File: config.mk
export PLATFORM = sky130hd
export DESIGN_NAME = request_collector
export DESIGN_NICKNAME = d
export VERILOG_FILES = /design/src/rtl/request_collector_pkg.sv /design/src/rtl/request_collector_lane.sv /design/src/rtl/request_collector.sv
export SDC_FILE = /design/constraint.sdc
export NUM_CORES = 1
export LEC_CHECK = 0
export BUFFER_PORTS_ARGS = -buffer_cell sky130_fd_sc_hd__buf_2
export CAP_MARGIN = 20
export CORE_MARGIN = 3
export CORE_UTILIZATION = 40
export CTS_BUF_LIST = sky130_fd_sc_hd__clkbuf_2
export CTS_CLUSTER_SIZE = 8
export DETAILED_ROUTE_END_ITERATION = 8
export PLACE_DENSITY = 0.62
export SKIP_CTS_REPAIR_TIMING = 1
export SYNTH_ARGS = -nofsm -noshare
export SYNTH_HDL_FRONTEND = slang
export SYNTH_SLANG_ARGS = --single-unit
File: constraint.sdc
create_clock -name clock -period 2.2 [get_ports clock]
set_clock_uncertainty 0.15 [all_clocks]
set_input_delay 0.33 -clock clock [delete_from_list [all_inputs] [get_ports clock]]
set_output_delay 0.33 -clock clock [all_outputs]
set_load 0.03 [all_outputs]
File: src/rtl/request_collector_pkg.sv
// Shared types and defaults for the two-lane request collector.
// Holds the lane state encoding and the parameter legality check.
package request_collector_pkg;

  typedef enum logic [1:0] {
    IDLE    = 2'b00,
    REQ     = 2'b01,
    SERVICE = 2'b10
  } lane_state_e;

  localparam int unsigned DEF_CNT_W          = 3;
  localparam int unsigned DEF_MAX_PEND       = 7;
  localparam int unsigned DEF_SERVICE_CYCLES = 4;
  localparam int unsigned DEF_SVC_W          = 3;

  function automatic bit params_ok(input int unsigned cnt_w,
                                   input int unsigned max_pend,
                                   input int unsigned svc_cycles,
                                   input int unsigned svc_w);
    return (max_pend >= 1) && (max_pend <= (1 << cnt_w) - 1) &&
           (svc_cycles >= 1) && (svc_cycles <= (1 << svc_w) - 1);
  endfunction

endpackage

File: src/rtl/request_collector_lane.sv
// One client lane: saturating pending counter, grant-edge detect,
// service-window timer, IDLE/REQ/SERVICE state machine and sticky flags.
module request_collector_lane
  import request_collector_pkg::*;
#(
  parameter int unsigned CNT_W          = DEF_CNT_W,
  parameter int unsigned MAX_PEND       = DEF_MAX_PEND,
  parameter int unsigned SERVICE_CYCLES = DEF_SERVICE_CYCLES,
  parameter int unsigned SVC_W          = DEF_SVC_W
) (
  input  logic             clk,
  input  logic             rst_n,
  input  logic             i_req_pulse,
  input  logic             i_grant,
  input  logic             i_clr_flags,
  output logic             o_req,
  output logic [CNT_W-1:0] o_pend_cnt,
  output logic             o_ovf,
  output logic             o_spur
);

  localparam logic [CNT_W-1:0] LP_MAX = CNT_W'(MAX_PEND);
  localparam logic [SVC_W-1:0] LP_SVC = SVC_W'(SERVICE_CYCLES);

  lane_state_e      r_state;
  lane_state_e      w_state_nxt;
  logic [CNT_W-1:0] r_cnt;
  logic [CNT_W-1:0] w_cnt_nxt;
  logic [SVC_W-1:0] r_timer;
  logic [SVC_W-1:0] w_timer_nxt;
  logic             r_g_d;
  logic             r_ovf;
  logic             r_spur;
  logic             w_gedge;
  logic             w_consume;
  logic             w_spur_ev;
  logic             w_sat;
  logic             w_ovf_ev;

  always_comb begin
    w_gedge   = i_grant & ~r_g_d;
    w_consume = w_gedge & (r_state == REQ);
    w_spur_ev = w_gedge & (r_state != REQ);
    w_sat     = (r_cnt == LP_MAX);
    // A consume in the same cycle frees the slot, so a pulse at MAX is not an overflow.
    w_ovf_ev  = i_req_pulse & w_sat & ~w_consume;

    w_cnt_nxt = r_cnt;
    if (i_req_pulse && !w_consume && !w_sat) begin
      w_cnt_nxt = r_cnt + 1'b1;
    end else if (w_consume && !i_req_pulse && (r_cnt != '0)) begin
      w_cnt_nxt = r_cnt - 1'b1;
    end

    w_state_nxt = r_state;
    w_timer_nxt = r_timer;
    case (r_state)
      IDLE: begin
        if (w_cnt_nxt != '0) w_state_nxt = REQ;
      end
      REQ: begin
        if (w_consume) begin
          w_state_nxt = SERVICE;
          w_timer_nxt = LP_SVC;
        end
      end
      SERVICE: begin
        // Exit on the last count so R stays low for exactly SERVICE_CYCLES cycles.
        if (r_timer <= SVC_W'(1)) begin
          w_timer_nxt = '0;
          w_state_nxt = (w_cnt_nxt != '0) ? REQ : IDLE;
        end else begin
          w_timer_nxt = r_timer - 1'b1;
        end
      end
      default: begin
        w_state_nxt = IDLE;
        w_timer_nxt = '0;
      end
    endcase
  end

  always_ff @(posedge clk or negedge rst_n) begin
    if (!rst_n) begin
      r_state <= IDLE;
      r_cnt   <= '0;
      r_timer <= '0;
      r_g_d   <= 1'b0;
      r_ovf   <= 1'b0;
      r_spur  <= 1'b0;
    end else begin
      r_state <= w_state_nxt;
      r_cnt   <= w_cnt_nxt;
      r_timer <= w_timer_nxt;
      r_g_d   <= i_grant;
      r_ovf   <= w_ovf_ev | (r_ovf & ~i_clr_flags);
      r_spur  <= w_spur_ev | (r_spur & ~i_clr_flags);
    end
  end

  always_comb begin
    o_req      = (r_state == REQ);
    o_pend_cnt = r_cnt;
    o_ovf      = r_ovf;
    o_spur     = r_spur;
  end

endmodule

File: src/rtl/request_collector.sv
// Two-client request collector feeding the request arbiter.
// Two identical independent lanes share the clock, reset and flag clear.
module request_collector
  import request_collector_pkg::*;
#(
  parameter int unsigned CNT_W          = DEF_CNT_W,
  parameter int unsigned MAX_PEND       = DEF_MAX_PEND,
  parameter int unsigned SERVICE_CYCLES = DEF_SERVICE_CYCLES,
  parameter int unsigned SVC_W          = DEF_SVC_W
) (
  input  logic             clock,
  input  logic             reset,
  input  logic             req_pulse0,
  input  logic             req_pulse1,
  input  logic             G0,
  input  logic             G1,
  input  logic             clr_flags,
  output logic             R0,
  output logic             R1,
  output logic [CNT_W-1:0] pend_cnt0,
  output logic [CNT_W-1:0] pend_cnt1,
  output logic             ovf0,
  output logic             ovf1,
  output logic             spur0,
  output logic             spur1
);

  if (!params_ok(CNT_W, MAX_PEND, SERVICE_CYCLES, SVC_W)) begin : g_bad_params
    $error("request_collector: illegal CNT_W/MAX_PEND/SERVICE_CYCLES/SVC_W combination");
  end

  request_collector_lane #(
    .CNT_W         (CNT_W),
    .MAX_PEND      (MAX_PEND),
    .SERVICE_CYCLES(SERVICE_CYCLES),
    .SVC_W         (SVC_W)
  ) u_lane0 (
    .clk        (clock),
    .rst_n      (reset),
    .i_req_pulse(req_pulse0),
    .i_grant    (G0),
    .i_clr_flags(clr_flags),
    .o_req      (R0),
    .o_pend_cnt (pend_cnt0),
    .o_ovf      (ovf0),
    .o_spur     (spur0)
  );

  request_collector_lane #(
    .CNT_W         (CNT_W),
    .MAX_PEND      (MAX_PEND),
    .SERVICE_CYCLES(SERVICE_CYCLES),
    .SVC_W         (SVC_W)
  ) u_lane1 (
    .clk        (clock),
    .rst_n      (reset),
    .i_req_pulse(req_pulse1),
    .i_grant    (G1),
    .i_clr_flags(clr_flags),
    .o_req      (R1),
    .o_pend_cnt (pend_cnt1),
    .o_ovf      (ovf1),
    .o_spur     (spur1)
  );

endmodule

==> metrics.yaml, run 1 <==
status: "finished, violations left"
violations: "negative setup slack"
ys_warn_count: 0
wl_per_cell_um: 13.25
finalCriticalPeriod_ns: 2.294
clk_latency_ns: 0.33
setup_tns_ns: -0.2215
synth_compound_area_share_pct: 16.61
end_kind: "register"
grt_busiest_layer: "met2"
port_buffers: 18
diodes: 0
area_growth_pct: 37.46
initial_core_util_pct: 43.43
switching_share_pct: 45.95
num-nets-final: 235
drive_gt1_share_pct: 41.95
synth_area_mm2: 0.001506
pre_cts_ws_ns: -0.07115
grt_usage_pct: 15.23
hold_viol: 0
seqPwrFrac_pct: 26.0
cp.arrival_ns: 2.39
synth.distinct_cells: 40
cts_sinks: 22
grt_max_degree: 23
viasPerCell: 5.100
hold_depth: 2
leakage_uw: 0.0009500
synthSimpleGateAreaFrac_pct: 19.35
power_switching_uw: 1280
drtAntennaViolNets: 0
place_hpwl_mm: 2.514
cts_max_path_buffers: 2
gp_congestion: 0.8848
gr-total-overflow: 0
fmax_mhz: 435.9
hold_ws_ns: 0.05685
rr_worst_depth: 8
power.internal_uw: 1506
p_comb_share_pct: 68.1
multi_input_area_mm2: 0.001040
clkTransAtPathRegs_ns: 0.21
cts_tree: "built"
drc: 0
worst_slew_pin_slew_ns: 0.5058
dr.pass1.iters: 4
met1_usage_pct: 19.25
pin_count: 19
post-route-util_pct: 59.70
async_flop_share_pct: 100.0
ir_drop_mv: 0.5457
met2_usage_pct: 25.64
seq_area_frac_synth_pct: 36.54
seqCellArea_um2: 555.5
yosys_most_used_dff: "dfrtp_1"
rows: 21
antenna_found_initial: 0
synth_top_family_by_area: "simple AND/OR/NAND/NOR gates"
synthCells: 154
met3_usage_pct: 2.662
powerDensity_mw_per_mm2: 1345
p_clk_share_pct: 5.9
cp_max_fo: 5
fill_cells: 304
synth_edf_count: 0
layout_commonest_cell: "buf_4"
vias: 1280
final.period_utilization_pct: 104.3
worstSetupStartpointType: "register"
synth-xor-area-share_pct: 1.163
die_y_um: 67.37
drt_iter0_drc: 45
grt_pass1_wl_mm: 5.237
core_mm2: 0.003468
max-slew-margin-rel_pct: 66.28
hp-class: "in2reg"
synth_nets: 183
setup_viol: 3
cts_made_buffers: 3
die-area_mm2: 0.004539
synth_seq_cells: 22
clockRootBuffer: "clkbuf_2"
first_global_vias: 1188
synth_fa_ha_area_share_pct: 18.27
setup_ws_ns: -0.09408
muxShareOfSynthArea_pct: 2.824
dieWidth_um: 67.37
max-cap-violations: 0
cts-htree-levels: 1
final_cell_mix: "buf_4, buf_2, dfrtp_1"
wl_mm: 3.325
worstSetupPathType: "reg2reg"
rsz0062_at_grt: "yes"
crit_required_ns: 2.29
slew_violations: 0
syn_avg_cell_area_um2: 9.782
## final timing paths
path                                       start               endpoint  slack, ns
max                        u_lane0.o_pend_cnt[0]     u_lane0.r_state[1]      -0.09
min reg2reg                   u_lane0.r_timer[2]     u_lane0.r_timer[2]       0.38
min                                    clr_flags          u_lane1.o_ovf       0.06
max reg2reg                u_lane0.o_pend_cnt[0]     u_lane0.r_state[1]      -0.09
min in group asynchronous                  reset     u_lane1.r_state[0]       0.30
max in group asynchronous                  reset  u_lane0.o_pend_cnt[0]       1.22
## registers in the layout, summed over array words and instances (netlist names)
| name | cells |
|---|---|
| u_lane1.o_ovf | 1 |
| u_lane0.r_g_d | 1 |
| u_lane1.r_state | 2 |
| u_lane1.r_timer | 3 |
| u_lane1.o_pend_cnt | 3 |
| u_lane0.r_state | 2 |
| u_lane1.r_g_d | 1 |
| u_lane0.o_spur | 1 |
| u_lane0.o_ovf | 1 |
| u_lane0.r_timer | 3 |
| u_lane0.o_pend_cnt | 3 |
| u_lane1.o_spur | 1 |
## area by class of cell
class	instances	share of cell area, %
inverters	21	4.048
multi-input cells	111	50.21
well taps	46	2.779
flip-flops and latches	22	26.83
repair buffers	47	15.23
clock inverters	1	0.1813
clock buffers	3	0.7251
## synth_stat cells (2+ instances only)
| library cell | count | area, um2 |
|---|---|---|
| a31oi_1 | 4 | 25.02 |
| o22ai_1 | 3 | 18.77 |
| nand3_1 | 4 | 20.02 |
| nor2_1 | 8 | 30.03 |
| or3_1 | 4 | 25.02 |
| a21oi_1 | 5 | 25.02 |
| nand2b_1 | 6 | 37.54 |
| o21ai_0 | 12 | 60.06 |
| mux2i_1 | 2 | 20.02 |
| nand2_1 | 7 | 26.28 |
| nor3_1 | 2 | 10.01 |
| dfrtp_1 | 22 | 550.5 |
| nand3b_1 | 2 | 15.01 |
| ha_1 | 22 | 275.3 |
| or4_1 | 3 | 22.52 |
| nor2b_1 | 2 | 12.51 |
| o31ai_1 | 2 | 15.01 |
| inv_1 | 21 | 78.83 |
| xnor2_1 | 2 | 17.52 |
## metrics by stage
step	instances	power (uW)	cell area (um2)
after floorplan	154	1868	1619
after global placement	239	2369	1924
after detailed placement	239	2426	1924
after CTS	243	2603	1943
after global routing	251	3043	2071
final	251	2786	2071
## cells by family (layout without fill, tap and decap cells)
logic type	after synthesis	after routing
buffers and inverters	21	72
muxes	4	4
xor gates and xnor gates	2	2
AOI/OAI and AO/OA	37	37
DFF	22	22
and+or+nand+nor	46	46
adders and majority gates	22	22
## layer usage
layer | vias to the layer above | wire (um)
met5 | - | 0
met1 | 607 | 1503
li1 | 655 | -
met3 | 5 | 89
met4 | 0 | 44
met2 | 13 | 1688
## power groups by stage
stage / clock, uW / combinational (uW) / sequential, uW
2_1_floorplan: 0 / 985 / 882
3_3_place_gp: 0 / 1660 / 714
3_5_place_dp: 0 / 1700 / 725
4_1_cts: 175 / 1710 / 716
5_1_grt: 195 / 2100 / 744
6_report: 164 / 1900 / 725
## worst max-delay path, stage by stage, from the launching register on
cell	delay, ns
dfrtp_2	0.50
ha_4	0.17
ha_2	0.17
nand2b_4	0.15
nand2b_4	0.16
or3_4	0.34
a31oi_4	0.21
a21oi_2	0.09
mux2_2	0.27
Power figures use the tool's default switching activity.
==> run 2: changes to the inputs <==
Settings changed: CORE_UTILIZATION 40 to 35, MAX_ROUTING_LAYER from default to met4, PLACE_DENSITY 0.62 to 0.56.
==> run 2 against run 1 <==
  * The flow still finishes with violations (negative setup slack)
  * Register-to-register slack worse by 0.03 ns
  * Combinational power shrank 2%
  * Sequential share of layout area is 0.29 points higher
  * Worst setup slack got worse by 0.028 ns
  * Hold slack lost 0.014 ns
  * Die area grew 13%
  * Global-route usage fell by 1.4 points
  * Maximum frequency decreased by 1.2%
  * Sequential power is essentially flat
  * First-iteration DRC count is 47% lower
  * Utilization is 9.5 points lower
  * Largest cell class unchanged
==> metrics.yaml, run 2 (same netlist as run 1, synthesis figures left out) <==
hold_ws_ns: 0.04253
drive_gt1_share_pct: 41.09
cts_made_buffers: 3
powerDensity_mw_per_mm2: 1342
worstSetupStartpointType: "register"
first_global_vias: 1263
cp.arrival_ns: 2.43
initial_core_util_pct: 36.86
cts-htree-levels: 1
die-area_mm2: 0.005127
worst-path-buf-inv: 2
clockRootBuffer: "clkbuf_2"
crit_chain: "inv_4, ha_1, inv_1, or4_4, a31oi_4, a31oi_4, or4_1, o21ai_1"
gp_congestion: 0.8874
port_buffers: 18
clk_latency_ns: 0.34
status: "finished, violations left"
cpMostUsedCell: "a31oi_4"
post-route-util_pct: 50.24
worst_slew_pin_slew_ns: 0.5121
layout_commonest_cell: "buf_4"
finalCriticalPeriod_ns: 2.322
rr_worst_depth: 8
final.period_utilization_pct: 105.6
gr-total-overflow: 0
die_y_um: 71.61
antenna_found_initial: 0
worstSetupPathType: "reg2reg"
wl_per_cell_um: 13.15
hp-class: "in2reg"
hold_viol: 0
vias: 1281
dieWidth_um: 71.61
hold_depth: 2
viasPerCell: 5.083
grt_pass1_wl_mm: 5.513
diodes: 0
clkTransAtPathRegs_ns: 0.23
crit_required_ns: 2.31
place_hpwl_mm: 2.549
slew_violations: 0
pin_count: 19
area_growth_pct: 36.30
dr.pass1.iters: 4
end_kind: "register"
drtAntennaViolNets: 0
fmax_mhz: 430.6
drt_iter0_drc: 24
leakage_uw: 0.0009355
final_cell_mix: "buf_4, buf_2, dfrtp_1"
regToRegSetupSlack_ns: -0.12
wl_mm: 3.313
critPathTopFamily: "simple AND/OR/NAND/NOR gates"
cpMaxStageDelayCell: "dfrtp_2"
cts_max_path_buffers: 2
cts_tree: "built"
rows: 23
fin_cells: 252
num-nets-final: 232
place_inst: 241
max-slew-margin-rel_pct: 65.86
cts_sinks: 22
core_mm2: 0.004086
violations: "negative setup slack"
setup_viol: 3
max-cap-violations: 0
setup_ws_ns: -0.1224
rsz0062_at_grt: "yes"
cpPeakStageDelay_ns: 0.50
ir_drop_mv: 0.6162
grt_max_degree: 23
drc: 0
grt_usage_pct: 13.85
crit_cells: 8
cp_max_fo: 4
[run 2: path summary, 6_finish.rpt]
check,start,to
max,u_lane0.o_pend_cnt[0],u_lane0.r_state[0]
min,clr_flags,u_lane0.o_ovf
max reg2reg,u_lane0.o_pend_cnt[0],u_lane0.r_state[0]
min reg2reg,u_lane0.r_timer[2],u_lane0.r_timer[2]
max in group asynchronous,reset,u_lane0.o_pend_cnt[1]
min in group asynchronous,reset,u_lane1.r_g_d
[run 2: routing by layer]
| layer | share of wire (%) | vias to the layer above | GRT usage [%] |
|---|---|---|---|
| li1 | - | 636 | - |
| met1 | 44 | 620 | 15.69 |
| met2 | 51 | 19 | 24.49 |
| met3 | 3.2 | 6 | 3.226 |
| met4 | 1.4 | 0 | 3.549 |
| met5 | 0 | - | - |
[run 2: stage by stage]
step           total power (uW)  setup slack, ns  area, um2  TNS [ns]
2_1_floorplan              1868         -0.03771       1619   -0.1046
3_5_place_dp               2408         -0.03231       1914  -0.08728
6_report                   2755          -0.1224       2053   -0.2482
3_3_place_gp               2356         -0.03857       1914  -0.03857
5_1_grt                    2999          -0.1977       2053   -0.4423
4_1_cts                    2592          -0.1155       1933   -0.2282
[run 2: layout make-up]
class                      count  area (um2)
fill                         382        2033
multi-input combinational    111        1037
sequential                    22       556.8
timing repair buffer          44       296.5
inverter                      21       81.33
tap                           50       62.56
clock buffer                   3       15.01
clock inverter                 1       3.754
[run 2: power breakdown]
| part | leakage, uW | total, uW | internal, uW | switching (uW) |
|---|---|---|---|---|
| Combinational | 0.000650 | 1860 | 883 | 981 |
| Clock | 0.0000140 | 164 | 39.5 | 124 |
| Sequential | 0.000272 | 726 | 559 | 168 |
| Total | 0.000936 | 2750 | 1480 | 1270 |
